$ cat src/rtl/lsu_subword_pkg.sv
// Shared definitions for the lsu_subword load/store sub-word unit: size codes,
// FSM state encodings, the latched request record and the alignment rule.
package lsu_subword_pkg;

  localparam logic [1:0] SZ_BYTE = 2'd0;
  localparam logic [1:0] SZ_HALF = 2'd1;
  localparam logic [1:0] SZ_WORD = 2'd2;

  localparam logic [1:0] ST_IDLE = 2'd0;
  localparam logic [1:0] ST_RD   = 2'd1;
  localparam logic [1:0] ST_WR   = 2'd2;
  localparam logic [1:0] ST_RESP = 2'd3;

  typedef struct packed {
    logic        we;
    logic [1:0]  size;
    logic        uns;
    logic [1:0]  off;
    logic [31:0] wdata;
  } req_t;

  // Size code 3 is illegal and always reported as an error.
  function automatic logic misaligned(input logic [1:0] size, input logic [1:0] off);
    case (size)
      SZ_BYTE: return 1'b0;
      SZ_HALF: return off[0];
      SZ_WORD: return off != 2'b00;
      default: return 1'b1;
    endcase
  endfunction

endpackage

$ cat src/rtl/lsu_subword_load_ext.sv
// Combinational load lane extraction: picks the addressed byte/half out of a
// little-endian word and zero- or sign-extends it to 32 bits.
module load_ext
  import lsu_subword_pkg::*;
(
  input  logic [1:0]  size,
  input  logic        uns,
  input  logic [1:0]  off,
  input  logic [31:0] word,
  output logic [31:0] ext
);

  logic [7:0]  lane_b;
  logic [15:0] lane_h;

  always_comb begin
    lane_b = 8'(word >> {off, 3'b000});
    lane_h = off[1] ? word[31:16] : word[15:0];
    case (size)
      SZ_BYTE: ext = {{24{lane_b[7] & ~uns}}, lane_b};
      SZ_HALF: ext = {{16{lane_h[15] & ~uns}}, lane_h};
      default: ext = word;
    endcase
  end

endmodule

$ cat src/rtl/lsu_subword.sv
// Load/store sub-word unit between the MEM stage and a 32-bit word memory.
// Define LSU_MEM_BE_EN to add mem_be and replace read-modify-write with byte enables.
module lsu_subword
  import lsu_subword_pkg::*;
#(
  parameter int ADDR_W = 32
) (
  input  logic              clk,
  input  logic              rst_n,
  input  logic              req_valid,
  output logic              req_ready,
  input  logic              req_we,
  input  logic [1:0]        req_size,
  input  logic              req_unsigned,
  input  logic [ADDR_W-1:0] req_addr,
  input  logic [31:0]       req_wdata,
  output logic              resp_valid,
  output logic [31:0]       resp_rdata,
  output logic              resp_err,
  output logic              mem_valid,
  input  logic              mem_ready,
  output logic              mem_we,
  output logic [ADDR_W-1:0] mem_addr,
  output logic [31:0]       mem_wdata,
  input  logic [31:0]       mem_rdata
`ifdef LSU_MEM_BE_EN
  ,
  output logic [3:0]        mem_be
`endif
);

  logic [1:0]  state;
  req_t        req_q;
  logic [31:0] ext;
  logic        bad;
  logic        sub_store;

  function automatic logic [31:0] merge(input logic [31:0] word, input logic [31:0] data,
                                        input logic [1:0] size, input logic [1:0] off);
    logic [31:0] r;
    r = word;
    if (size == SZ_BYTE) r[{off, 3'b000} +: 8] = data[7:0];
    else                 r[{off[1], 4'b0000} +: 16] = data[15:0];
    return r;
  endfunction

  function automatic logic [3:0] lane_mask(input logic [1:0] size, input logic [1:0] off);
    case (size)
      SZ_BYTE: return 4'b0001 << off;
      SZ_HALF: return 4'b0011 << {off[1], 1'b0};
      default: return 4'b1111;
    endcase
  endfunction

  function automatic logic [31:0] replicate(input logic [1:0] size, input logic [31:0] data);
    case (size)
      SZ_BYTE: return {4{data[7:0]}};
      SZ_HALF: return {2{data[15:0]}};
      default: return data;
    endcase
  endfunction

  load_ext u_load_ext (
    .size (req_q.size),
    .uns  (req_q.uns),
    .off  (req_q.off),
    .word (mem_rdata),
    .ext  (ext)
  );

  assign bad        = misaligned(req_size, req_addr[1:0]);
  assign sub_store  = req_we && (req_size != SZ_WORD);
  assign req_ready  = (state == ST_IDLE);
  assign mem_valid  = (state == ST_RD) || (state == ST_WR);
  assign mem_we     = (state == ST_WR);
  assign resp_valid = (state == ST_RESP);

  always_ff @(posedge clk) begin
    if (!rst_n) begin
      state      <= ST_IDLE;
      req_q      <= '0;
      mem_addr   <= '0;
      mem_wdata  <= '0;
      resp_rdata <= '0;
      resp_err   <= 1'b0;
`ifdef LSU_MEM_BE_EN
      mem_be     <= 4'b0000;
`endif
    end else begin
      case (state)
        ST_IDLE: begin
          if (req_valid) begin
            req_q      <= '{we: req_we, size: req_size, uns: req_unsigned,
                            off: req_addr[1:0], wdata: req_wdata};
            mem_addr   <= {req_addr[ADDR_W-1:2], 2'b00};
            resp_rdata <= '0;
            resp_err   <= bad;
`ifdef LSU_MEM_BE_EN
            // Sub-word stores go straight to WR with the data copied into every lane.
            mem_wdata  <= replicate(req_size, req_wdata);
            mem_be     <= sub_store ? lane_mask(req_size, req_addr[1:0]) : 4'b1111;
            if (bad)           state <= ST_RESP;
            else if (req_we)   state <= ST_WR;
            else               state <= ST_RD;
`else
            mem_wdata  <= req_wdata;
            if (bad)                        state <= ST_RESP;
            else if (req_we && !sub_store)  state <= ST_WR;
            else                            state <= ST_RD;
`endif
          end
        end
        ST_RD: begin
          if (mem_ready) begin
            if (req_q.we) begin
              mem_wdata <= merge(mem_rdata, req_q.wdata, req_q.size, req_q.off);
              state     <= ST_WR;
            end else begin
              resp_rdata <= ext;
              state      <= ST_RESP;
            end
          end
        end
        ST_WR: begin
          if (mem_ready) state <= ST_RESP;
        end
        default: state <= ST_IDLE;
      endcase
    end
  end

endmodule
$ cat config.mk
export PLATFORM = sky130hd
export DESIGN_NAME = lsu_subword
export DESIGN_NICKNAME = d
export VERILOG_FILES = /design/src/rtl/lsu_subword_pkg.sv /design/src/rtl/lsu_subword_load_ext.sv /design/src/rtl/lsu_subword.sv
export SDC_FILE = /design/constraint.sdc
export NUM_CORES = 1
export LEC_CHECK = 0
export ABC_AREA = 1
export BUFFER_PORTS_ARGS = -buffer_cell sky130_fd_sc_hd__buf_2
export CORE_UTILIZATION = 45
export DETAILED_ROUTE_END_ITERATION = 10
export PLACE_DENSITY = 0.72
export SETUP_SLACK_MARGIN = 0.15
export SLEW_MARGIN = 40
export SYNTH_ARGS = -nofsm -noshare
export SYNTH_HDL_FRONTEND = slang
export SYNTH_SLANG_ARGS = --single-unit
export TNS_END_PERCENT = 30
$ cat constraint.sdc
create_clock -name clk -period 2.5 [get_ports clk]
set_input_delay 0.25 -clock clk [delete_from_list [all_inputs] [get_ports clk]]
set_output_delay 0.25 -clock clk [all_outputs]
set_load 0.02 [all_outputs]
### After elaboration in Yosys (flattened, before gate mapping)

Index checks and enable logic that the tools add are counted.

* memories kept: 0
* memory bits (writable): 0
* register bits after elaboration: 119
* latch bits: 0
* ROM bits: 0
* logic and storage cells: 66

* $add $sub $neg: 2
* reduce and logical (&&, ||, !) cells: 13
* multiply operators: 0
* eq/ne operators: 12
* shift operators: 5
* div/mod/pow operators: 0
* multiplexer cells: 21
* bitwise logic cells: 3
* magnitude comparators: 0

Operators by type and width (count)
* two-way mux 32 bit: 7
* one-hot mux 32 bit (2 select lines): 3
* bitwise mux 32 bit: 2
* variable shift 16 x 7 -> 32 bit, first input constant: 1
* variable shift 8 x 7 -> 32 bit, first input constant: 1
* indexed part select 16 x 7 -> 32 bit: 1
* indexed part select 8 x 7 -> 32 bit: 1
* >> shifter 32 x 5 -> 8 bit: 1
* two-way mux 16 bit: 1
* negator 5 -> 7 bit: 2
* inequality test 2 bit, second input constant: 6
* two-way mux 2 bit: 5
* AND reduction 4 bit: 2
* == test 2 x 1 -> 1 bit, second input constant: 3
* == test 2 bit, second input constant: 3
* zero test 2 bit: 3
* one-hot mux 2 bit (3 select lines): 1
* nonzero test 2 bit: 2
* one-hot mux 1 bit (3 select lines): 1
* AND reduction 3 bit: 1
* AND 1 bit: 2
* logical AND 1 bit: 2
* AND reduction 2 bit: 1
* zero test 1 bit: 1
* other kinds (3): 3

### Longest topological paths before layout

Gate-level depths: netlist (run 1).

* word-level depth: 8
* mapped depth: 11
* depth with buffers taken out: 9

### Cells and area by module

A second synthesis (run 1) with hierarchy kept.

* cells, all modules: 978
* area total of the unflattened synthesis: 6592.6 um^2

Modules (own cells, without submodules)
* lsu_subword: cells each 824, seq. area each 2382.3 um^2, area an instance 5686.7 um^2, instances 1
* load_ext: cells each 154, seq. area each 0.0 um^2, area an instance 905.9 um^2, instances 1

### Worst setup path after synthesis (run 1)

No wires, ideal clock.

* path kind: register -> register
* start: register req_q[32] in the netlist's numbering
* end: register mem_wdata[17]
* path slack: 0.502 ns
* setup time: 0.070 ns
* buffers on the path: 2
* data arrival time: 1.929 ns
* cell stages (with the launch flop): 11
* data required time: 2.430 ns
* cells stage by stage: dfxtp_1 > buf_2 > inv_1 > buf_2 > ha_1 > clkinv_1 > nor2_1 > nand3_1 > o21ai_0 > nand3_1 > a21oi_1

* longest elaborated chain between the ends: 7

Ends and longest elaborated chain
* start: declaration: line lsu_subword.sv:33 `req_t req_q;`
* start signal: assignment: line lsu_subword.sv:93 `req_q <= '{we: req_we, size: req_size, uns: req_unsigned,`
* negator 5 -> 7 bit (*): line lsu_subword.sv:42 `if (size == SZ_BYTE) r[{off, 3'b000} +: 8] = data[7:0];`
* indexed part select 8 x 7 -> 32 bit or variable shift 8 x 7 -> 32 bit (tied branches): line lsu_subword.sv:42
* bitwise mux 32 bit (*): line lsu_subword.sv:42
* two-way mux 32 bit (*): line lsu_subword.sv:42
* two-way mux 32 bit (*): line lsu_subword.sv:115 `if (req_q.we) begin`
* two-way mux 32 bit (*): line lsu_subword.sv:114 `if (mem_ready) begin`
* one-hot mux 32 bit (2 select lines) (*): line lsu_subword.sv:90 `case (state)`
* end signal: assignment: line lsu_subword.sv:106 `mem_wdata <= req_wdata;`
* end signal: assignment: line lsu_subword.sv:116 `mem_wdata <= merge(mem_rdata, req_q.wdata, req_q.size, req_q.off);`
* end: declaration: line lsu_subword.sv:24 `output logic [31:0] mem_wdata,`

Every way passes the cells marked *; elsewhere a longest branch is shown, timed or not. The select of a mux whose other input is x is not followed.
A chain may end at the register's enable or synchronous reset.

### Final worst setup path (run 1)

* start: register req_q[33] in the netlist's numbering
* end: register mem_wdata[23]

* longest elaborated chain between the ends: 7

Ends and longest elaborated chain
* negator 5 -> 7 bit (on tied branches): line lsu_subword.sv:43, lsu_subword.sv:42
* indexed part select 16 x 7 -> 32 bit, or another cell as far along: line lsu_subword.sv:43 `else r[{off[1], 4'b0000} +: 16] = data[15:0];`
* bitwise mux 32 bit (on tied branches): line lsu_subword.sv:43, lsu_subword.sv:42
* two-way mux 32 bit (*): line lsu_subword.sv:42
* two-way mux 32 bit (*): line lsu_subword.sv:115
* two-way mux 32 bit (*): line lsu_subword.sv:114
* one-hot mux 32 bit (2 select lines) (*): line lsu_subword.sv:90

Marked as above.

==> impl_metrics.py, run 1 <==
metrics = {
    "status": {
        "status": "completed",
    },
    "synthesis": {
        "synth-main-ff-cell": "dfxtp_1",
        "yosysUniqueCellTypes": 31,
        "ys_ff_latch": 119,
        "synthArstFlopShare_pct": 0,
        "netlist_instances": 928,
        "syn_area_per_cell_um2": 6.77,
        "synth_seq_area_share_pct": 37.9,
        "synth_edf_count": 0,
        "netlist_area_um2": 6280,
        "ys_warn_count": 0,
    },
    "floorplan": {
        "die_y_um": 120,
        "coreArea_um2": 13400,
        "ios": 205,
        "die_x_um": 120,
        "start_util_pct": 46.9,
        "row_count": 42,
        "die-area_um2": 14400,
    },
    "detailed_routing": {
        "drt_first_iter_violations": 627,
        "wire_per_inst_um": 16.0,
        "drc": 0,
        "vias": 7082,
        "vias_per_cell": 5.49,
        "wirelength_um": 20600,
        "firstDrtPassIters": 5,
        "ant_nets": 0,
    },
    "clock_network": {
        "hold_buffers": 0,
        "postCtsResizedCells": 0,
        "numCtsBuffers": 17,
        "clkTransAtPathRegs_ns": 0.06,
        "cts_tree": "done",
        "cts_max_level": 4,
        "postCtsSetupBuffers": 0,
        "cts_buffer_depth": 2,
        "root_buffer": "clkbuf_16",
        "clock_sinks": 119,
        "clk_latency_ns": 0.42,
    },
    "final_layout": {
        "layout_common_cells": "buf_2 (202), nand2_1 (148), a21oi_1 (144), o21ai_0 (127), dfxtp_1 (118)",
        "num-fill-cells": 1322,
        "drive_gt1_share_pct": 26.6,
        "design_area_um2": 7930,
        "layout_commonest_cell": "buf_2",
        "stdcell_count": 1290,
        "area_delta_synth_final_pct": 26.3,
        "nets": 1213,
    },
    "power_and_ir_drop": {
        "finalPower_w": 0.00987,
        "p_leak_nw": 3.54,
        "p_per_area_nw_per_um2": 1240,
        "ir_drop_uv": 770,
    },
    "critical_path": {
        "endpoint_kind": "register",
        "r2r_start": "req_q[33]",
        "critPathLaunchType": "register",
        "worstPathRequired_ns": 2.85,
        "r2r_slack_ns": 0.50,
        "worst-setup-path-type": "reg -> reg",
        "critPathMaxFanout": 12,
        "critPathMaxStageDelay_ns": 0.35,
        "crit_slowest_cell": "dfxtp_2",
        "cp-startpoint": "req_q[33]",
        "cp_cell_sequence": "inv_4, ha_1, clkinv_1, nor2_1, nand3_1, o21ai_0, nand3_1, a21oi_1",
        "critPathArrivalTime_ns": 2.35,
        "critical_path.most_common_cell": "nand3_1",
    },
    "global_routing": {
        "grt_pass1_wl_um": 32500,
        "antenna_found_initial": 2,
        "grt_max_degree": 62,
        "gr-total-overflow": 0,
        "grt_use_total_pct": 28.9,
        "first_global_vias": 6495,
    },
    "sta": {
        "period_minus_slack_ns": 2.00,
        "skew_ns": 0.00785,
        "finalHoldViolCount": 0,
        "finalCritPeriodShare_pct": 80.0,
        "setup_viol": 0,
        "worst_pin_slew_ns": 0.647,
        "fmax_mhz": 500,
        "max-slew-margin-rel_pct": 56.8,
        "maxSlewViolCount": 0,
        "tns_ns": 0,
        "whs_ns": 0.0808,
        "rsz0062_at_grt": "no",
    },
    "flow_run": {
        "drv_cap": 0,
    },
    "placed_design": {
        "globalplace.congestion": 0.925,
        "dp_cells": 1257,
        "port_buffers": 202,
        "dpl_cell_area_um2": 7330,
        "hpwl_um": 14600,
    },
    "worst_hold_path": {
        "hp-class": "in -> reg",
        "holdCritStartpoint": "req_addr[4]",
    },
}
logic make-up after synthesis:
group / Yosys count / share of synthesized area (%)
buf+inv: 118 / 8.09
other cells: 1 / 0.0597
fa+ha+maj: 9 / 1.79
flops: 119 / 37.9
simple gates: 352 / 23.9
compound gates: 329 / 28.2
final cells by class:
type	count	area, um^2	share of cell area (%)
Tap cell	176	220	2.78
Multi-Input combinational cell	692	3390	42.8
Sequential cell	119	2380	30.0
Timing Repair Buffer	219	1140	14.4
Clock inverter	12	153	1.92
Clock buffer	20	447	5.63
Antenna cell	1	2.50	0.0315
Inverter	51	196	2.48
power breakdown:
part,switching [W],total (W),internal (W),leakage (nW)
Clock,0.000887,0.00247,0.00159,0.282
Combinational,0.00312,0.00451,0.00139,2.27
Sequential,0.000397,0.00288,0.00248,0.979
critical path: cells and delay by family, from the launching register on:
kind	cells	cell delay, ns
compound gates	2	0.40
fa+ha+maj	1	0.27
buf+inv	2	0.32
flops	1	0.35
simple gates	3	0.59
path summary, 6_finish.rpt:
check,depth (start not counted),endpoint
worst max-delay path,8,mem_wdata[23]
worst min-delay path,3,mem_addr[4]
worst max register to register,8,mem_wdata[23]
worst min register to register,2,resp_rdata[6]
sequential cells by signal (all words and copies together) (netlist names):
register,flops
mem_addr,30
resp_err,1
state,2
resp_rdata,32
req_q,22
mem_wdata,32
synth_stat cells, types with 3 or more instances:
cell type | instances | area [um^2]
o21ai_1 | 14 | 70.1
inv_2 | 6 | 22.5
clkbuf_1 | 33 | 124
nand2_2 | 16 | 100
o211ai_1 | 31 | 233
nand3_1 | 64 | 320
inv_1 | 41 | 154
buf_1 | 3 | 11.3
a21oi_2 | 11 | 96.3
nand2_1 | 148 | 556
buf_2 | 27 | 135
nor2_1 | 114 | 428
o21ai_0 | 127 | 636
ha_1 | 9 | 113
a21oi_1 | 144 | 721
dfxtp_1 | 119 | 2380
stage by stage:
step                      utilization [%]  setup slack, ns
after floorplan                         -            0.502
after global placement               54.7            0.659
after detailed placement             54.7            0.586
after CTS                            59.2            0.557
after global routing                 59.2            0.337
final                                59.2            0.501
layer usage:
layer	part of all wire (%)	global-route usage, %
met5	0.048	0
met4	2.8	10.5
met3	9.8	9.08
met2	45	46.8
met1	42	35.7
No activity file was read; power rests on OpenSTA's default activity.
==> run 2, diff against run 1 <==
--- a/config.mk
+++ b/config.mk
@@ -5,11 +5,11 @@
 export SDC_FILE = /design/constraint.sdc
 export NUM_CORES = 1
 export LEC_CHECK = 0
-export ABC_AREA = 1
+export ABC_AREA = 0
 export BUFFER_PORTS_ARGS = -buffer_cell sky130_fd_sc_hd__buf_2
 export CORE_UTILIZATION = 45
 export DETAILED_ROUTE_END_ITERATION = 10
-export PLACE_DENSITY = 0.72
+export PLACE_DENSITY = 0.75
 export SETUP_SLACK_MARGIN = 0.15
 export SLEW_MARGIN = 40
 export SYNTH_ARGS = -nofsm -noshare
==> constraint.sdc (replaced) <==
create_clock -name clk -period 1.8 [get_ports clk]
set_input_delay 0.18 -clock clk [delete_from_list [all_inputs] [get_ports clk]]
set_output_delay 0.18 -clock clk [all_outputs]
set_load 0.02 [all_outputs]
==> run 2 against run 1 <==
Clock skew is 0.0019 ns higher. Clock power is 40% higher. Setup slack worse by 0.48 ns. Wire length is 8.2% higher. Count of clock-buffer cells in the layout is 4 higher. Global-route usage is 0.16 points lower. Synthesized cell count is 14% lower. Core utilization is 5.0 points higher. Die area is 2.0% higher. Synthesized area is 2.0% higher. Register-to-register slack worse by 0.48 ns. Fmax is 12% higher.
==> impl_metrics.py, run 2 <==
metrics = {
    "synthesis": {
        "synth_edf_count": 0,
        "netlist_top_cells_count": "nand2_1 (163), dfxtp_1 (119), a21boi_0 (53)",
        "ys_ff_latch": 119,
        "synth_most_common_cell": "nand2_1",
        "synth_top_area_share_pct": 37.2,
        "yosysUniqueCellTypes": 48,
        "synth_seq_area_share_pct": 37.2,
        "ys_warn_count": 0,
        "netlist_instances": 799,
        "synthArstFlopShare_pct": 0,
        "netlist_area_um2": 6400,
        "synth-main-ff-cell": "dfxtp_1",
        "synth_area_leaders": "dfxtp_1 (37%), nand2_1 (9.6%), a21boi_0 (6.2%)",
        "syn_area_per_cell_um2": 8.02,
        "yosysTopAreaCell": "dfxtp_1",
    },
    "sta": {
        "fmax_mhz": 560,
        "finalCritPeriodShare_pct": 99.1,
        "rsz0062_at_grt": "yes",
        "max-slew-margin-rel_pct": 65.0,
        "period_minus_slack_ns": 1.78,
        "setup_ws_ns": 0.0157,
        "finalHoldViolCount": 0,
        "setup_viol": 0,
        "whs_ns": 0.00744,
        "worst_pin_slew_ns": 0.525,
        "skew_ns": 0.00975,
        "maxSlewViolCount": 0,
    },
    "placed_design": {
        "port_buffers": 202,
        "dp_cells": 1139,
        "hpwl_um": 14800,
        "pre_cts_ws_ns": -0.0396,
        "globalplace.congestion": 0.911,
    },
    "final_layout": {
        "multiInputGateArea_um2": 3860,
        "num-fill-cells": 1201,
        "area_delta_synth_final_pct": 39.1,
        "reg_top3": "mem_wdata x32, resp_rdata x32, mem_addr x30",
        "drive_gt1_share_pct": 32.9,
        "regArea_um2": 2390,
        "nets": 1110,
        "layout_commonest_cell": "buf_2",
        "layout_common_cells": "buf_2 (202), nand2_1 (162), dfxtp_1 (115), a21boi_0 (52), o21ai_0 (45)",
        "stdcell_count": 1191,
        "fin_util_pct": 64.2,
    },
    "power_and_ir_drop": {
        "p_leak_nw": 3.67,
        "finalPower_w": 0.0131,
        "p_per_area_nw_per_um2": 1470,
        "ir_drop_uv": 1060,
    },
    "critical_path": {
        "crit_slowest_cell": "or3b_4",
        "worstPathRequired_ns": 2.15,
        "worst-setup-path-type": "reg -> reg",
        "cp_top_family": "compound AO/OA/AOI/OAI gates",
        "critPathMaxStageDelay_ns": 0.43,
        "critPathArrivalTime_ns": 2.13,
        "critPathLaunchType": "register",
        "cp-startpoint": "req_q[33]",
        "r2r_start": "req_q[33]",
        "reg2reg_depth": 7,
        "critPathMaxFanout": 8,
        "crit_buf_inv": 2,
        "cp.depth": 7,
        "r2r_end": "mem_wdata[15]",
        "cp_cell_sequence": "inv_8, ha_4, or3b_4, buf_12, o221ai_2, a31oi_2, a21oi_2",
        "endpoint_kind": "register",
        "endpoint": "mem_wdata[15]",
        "r2r_slack_ns": 0.02,
    },
    "flow_run": {
        "drv_cap": 0,
    },
    "clock_network": {
        "root_buffer": "clkbuf_16",
        "numCtsBuffers": 17,
        "cts_max_level": 4,
        "clock_sinks": 119,
        "cts_tree": "done",
        "clkTransAtPathRegs_ns": 0.06,
        "clk_latency_ns": 0.42,
        "cts_buffer_depth": 2,
    },
    "detailed_routing": {
        "firstDrtPassIters": 5,
        "wirelength_um": 22300,
        "vias_per_cell": 5.77,
        "wire_per_inst_um": 18.8,
        "drt_first_iter_violations": 595,
        "vias": 6874,
        "ant_nets": 0,
        "drc": 0,
    },
    "global_routing": {
        "grt_use_total_pct": 28.7,
        "antenna_found_initial": 1,
        "grt_pass1_wl_um": 32600,
        "first_global_vias": 6177,
        "gr-total-overflow": 0,
        "grt_max_degree": 65,
    },
    "status": {
        "status": "completed",
    },
    "floorplan": {
        "start_util_pct": 46.1,
        "die-area_um2": 14700,
        "row_count": 43,
        "die_x_um": 121,
        "coreArea_um2": 13900,
        "die_y_um": 121,
        "ios": 205,
    },
    "worst_hold_path": {
        "hp-class": "in -> reg",
    },
}
-- run 2: cell count changes after synthesis, moves of 17 or more --
cell	before	now
nand3_1	64	25
a21oi_1	144	26
a21boi_0	0	53
nor2b_1	0	17
o21ai_0	127	45
nor2_1	114	5
a31oi_1	1	32
mux2i_1	0	17
nand2b_1	0	18
-- run 2: kinds of logic (layout without fill, tap and decap cells) --
kind of cell | Yosys count | in the layout | synth area share, %
muxes | 19 | 19 | 3.18
adders and majority gates | 9 | 9 | 1.76
AOI/OAI and AO/OA | 277 | 277 | 30.6
other | 1 | 4 | 0.0585
buffers and inverters | 105 | 314 | 6.99
and+or+nand+nor | 269 | 269 | 20.2
DFF | 119 | 119 | 37.2
-- run 2: routing by layer --
metal,global-route usage (%),vias up,wire (um),share of wire (%)
met5,0,-,0,0
met4,14.5,0,907,4.1
met3,7.99,54,2170,9.7
met2,44.4,362,10200,46
met1,36.4,3188,9080,41
li1,-,3270,-,-
-- run 2: area by class of cell --
| class | instances | share of cell area, % |
|---|---|---|
| multi-input cells | 576 | 43.3 |
| well taps | 180 | 2.53 |
| inverters | 31 | 1.42 |
| repair buffers | 252 | 19.0 |
| clock buffers | 24 | 5.76 |
| clock inverters | 7 | 1.01 |
| diodes | 2 | 0.0562 |
| flip-flops and latches | 119 | 26.9 |
-- run 2: repair_timing --
item                                    4_1_cts  5_1_grt
gates resized for setup                      18       32
endpoints found under the setup margin       75       75
gates cloned                                  0        6
pin swaps                                     3       21
buffers inserted                              0        8
endpoints found under the hold margin         5        0
hold buffers                                  5        0
-- run 2: through the flow --
step	cell area, um^2	TNS, ns
6_report	8910	0
3_5_place_dp	7760	-0.434
4_1_cts	8490	0
3_3_place_gp	7760	0
2_1_floorplan	6540	-0.915
5_1_grt	8900	-0.0222
-- run 2: worst reg2reg max path: cells and delay by family (launching register included) --
family / cells / cell delay [ns]
AO/OA/AOI/OAI: 3 / 0.47
flip-flops: 1 / 0.42
adder cells (fa/ha/maj): 1 / 0.16
AND/OR/NAND/NOR: 1 / 0.43
buffers and inverters: 2 / 0.22
-- run 2: how the worst min path moves through the flow --
stage / startpoint / to / slack (ns) / cells after the start
floorplan: req_addr[1] / req_q[33] / 0.31 / 2
global placement: req_addr[3] / mem_addr[3] / 0.43 / 3
detailed placement: req_addr[19] / mem_addr[19] / 0.44 / 3
CTS: req_addr[4] / mem_addr[4] / 0.0004 / 3
global route: req_addr[15] / mem_addr[15] / 0.01 / 3
finish: req_addr[26] / mem_addr[26] / 0.007 / 3
-- run 2: where the power goes --
group	total [W]	leakage [nW]	internal, W	switching, W
registers	0.00378	0.976	0.00330	0.000478
clock network	0.00346	0.293	0.00225	0.00121
logic	0.00582	2.40	0.00237	0.00344
total	0.0131	3.67	0.00793	0.00513
==> run 3, diff against run 2 <==
--- a/config.mk
+++ b/config.mk
@@ -7,9 +7,11 @@
 export LEC_CHECK = 0
 export ABC_AREA = 0
 export BUFFER_PORTS_ARGS = -buffer_cell sky130_fd_sc_hd__buf_2
+export CORE_MARGIN = 1.5
 export CORE_UTILIZATION = 45
 export DETAILED_ROUTE_END_ITERATION = 10
 export PLACE_DENSITY = 0.75
+export REMOVE_ABC_BUFFERS = 1
 export SETUP_SLACK_MARGIN = 0.15
 export SLEW_MARGIN = 40
 export SYNTH_ARGS = -nofsm -noshare
==> run 3 against run 2 <==
Clock skew shrank 0.00073 ns. Fmax grew 5.3%. Sequential share of layout area grew 1.3 points. Combinational power shrank 9.5%. Cell count shrank 0.67%. Sequential power is essentially flat. Clock power shrank 12%. First-iteration DRC count shrank 2.9%. Count of clock-buffer cells in the layout grew 5. Final area shrank 4.6%. Hold slack gained 0.0068 ns. Wire length shrank 7.2%. Critical endpoint is now mem_wdata[8].
==> impl_metrics.py, run 3 (synthesis results as in run 2) <==
metrics = {
    "critical_path": {
        "r2r_end": "mem_wdata[8]",
        "crit_buf_inv": 2,
        "worstPathRequired_ns": 2.14,
        "r2r_slack_ns": 0.10,
        "critPathLaunchType": "register",
        "r2r_start": "req_q[33]",
        "reg2reg_depth": 7,
        "cp_top_family": "compound AO/OA/AOI/OAI gates",
        "critPathMaxStageDelay_ns": 0.40,
        "worst-setup-path-type": "reg -> reg",
        "critPathMaxFanout": 16,
        "endpoint_kind": "register",
        "cp_cell_sequence": "inv_4, ha_4, or3b_4, buf_12, o221ai_2, a31oi_1, a21oi_1",
        "crit_slowest_cell": "or3b_4",
        "critPathArrivalTime_ns": 2.04,
    },
    "final_layout": {
        "layout_common_cells": "buf_2 (202), nand2_1 (161), dfxtp_1 (114), a21boi_0 (53), o21ai_0 (45)",
        "area_delta_synth_final_pct": 32.7,
        "layout_commonest_cell": "buf_2",
        "reg_top3": "mem_wdata x32, resp_rdata x32, mem_addr x30",
        "nets": 1101,
        "drive_gt1_share_pct": 31.8,
    },
    "global_routing": {
        "met2_usage_pct": 43.5,
        "gr-total-overflow": 0,
        "grt_max_degree": 59,
        "grtUsageMet3_pct": 8.78,
        "grt_pass1_wl_um": 32500,
        "busiest_layer": "met2",
        "grt_util_met1_pct": 35.5,
        "antenna_found_initial": 1,
        "first_global_vias": 6363,
        "grt_use_total_pct": 27.8,
    },
    "power_and_ir_drop": {
        "ir_drop_uv": 787,
        "finalPower_w": 0.0121,
        "p_per_area_nw_per_um2": 1420,
        "p_leak_nw": 3.51,
    },
    "sta": {
        "finalHoldViolCount": 0,
        "fmax_mhz": 590,
        "tns_ns": 0,
        "skew_ns": 0.00902,
        "max-slew-margin-rel_pct": 65.3,
        "setup_viol": 0,
        "worst_pin_slew_ns": 0.521,
        "rsz0062_at_grt": "yes",
        "period_minus_slack_ns": 1.70,
        "finalCritPeriodShare_pct": 94.2,
        "maxSlewViolCount": 0,
    },
    "clock_network": {
        "clkTransAtPathRegs_ns": 0.06,
        "cts_max_level": 4,
        "root_buffer": "clkbuf_16",
        "clock_sinks": 119,
        "cts_buffer_depth": 2,
        "hold_buffers": 0,
        "numCtsBuffers": 17,
        "cts_tree": "done",
        "clk_latency_ns": 0.41,
    },
    "status": {
        "status": "completed",
    },
    "detailed_routing": {
        "wirelength_um": 20700,
        "vias_per_cell": 5.66,
        "vias": 6701,
        "drc": 0,
        "ant_nets": 0,
        "drt_first_iter_violations": 578,
        "firstDrtPassIters": 5,
        "wire_per_inst_um": 17.5,
    },
    "floorplan": {
        "row_count": 43,
        "ios": 205,
        "die-area_um2": 15000,
        "start_util_pct": 46.1,
        "die_y_um": 122,
        "die_x_um": 122,
        "coreArea_um2": 13900,
    },
    "placed_design": {
        "port_buffers": 202,
        "globalplace.congestion": 0.900,
        "hpwl_um": 14600,
    },
    "worst_hold_path": {
        "min_to": "mem_addr[18]",
        "holdCritStartpoint": "req_addr[18]",
        "hold_depth": 3,
        "hp-class": "in -> reg",
    },
    "flow_run": {
        "drv_cap": 0,
    },
}
[run 3: worst max path at each step]
stage	depth (start not counted)	slack (ns)	start	to
after global placement	5	0.03	state[0]	resp_rdata[27]
after global routing	7	0.02	req_q[33]	mem_wdata[9]
after detailed placement	5	-0.04	state[0]	resp_rdata[24]
after floorplan	6	-2.08	req_q[33]	mem_wdata[0]
after CTS	7	0.1	req_q[33]	mem_wdata[10]
final	7	0.10	req_q[33]	mem_wdata[8]
[run 3: timing repair]
item / 4_1_cts / 5_1_grt
setup endpoints to repair: 70 / 77
pin swaps: 1 / 24
hold endpoints to repair: 0 / 0
gates cloned: 0 / 0
buffers inserted: 2 / 0
resized for setup: 18 / 22
[run 3: worst register-to-register path, stage by stage, from the launching register on]
cell and delay (ns):
dfxtp_4 0.39, inv_4 0.06, ha_4 0.17, or3b_4 0.40, buf_12 0.17, o221ai_2 0.17, a31oi_1 0.10, a21oi_1 0.16
[run 3: per-stage QoR]
stage	setup WS (ns)	util [%]	cell area (um^2)	hold WS, ns	instances
after global routing	0.0168	61.2	8500	0.0145	1181
after floorplan	-2.08	-	6080	0.308	726
after detailed placement	-0.0350	55.8	7750	0.439	1147
after CTS	0.0993	60.3	8370	0.00434	1181
final	0.105	61.2	8500	0.0142	1183
after global placement	0.0257	55.8	7750	0.430	1147
[run 3: layout make-up]
cell class | count | area, um^2
Inverter | 31 | 119
Clock buffer | 29 | 510
Clock inverter | 3 | 15.0
Timing Repair Buffer | 243 | 1470
Fill cell | 1259 | 5380
Tap cell | 180 | 225
Sequential cell | 119 | 2390
Antenna cell | 2 | 5.00
Multi-Input combinational cell | 576 | 3760
[run 3: where the power goes]
| part | internal, W | switching [W] | leakage [nW] |
|---|---|---|---|
| logic | 0.00203 | 0.00324 | 2.27 |
| registers | 0.00330 | 0.000466 | 0.977 |
| clock network | 0.00190 | 0.00116 | 0.259 |
| total | 0.00723 | 0.00487 | 3.51 |
[run 3: metal layers]
layer	up-vias	wire, um
met4	0	587
li1	3244	-
met3	45	1990
met1	3093	8670
met5	-	0
met2	319	9490
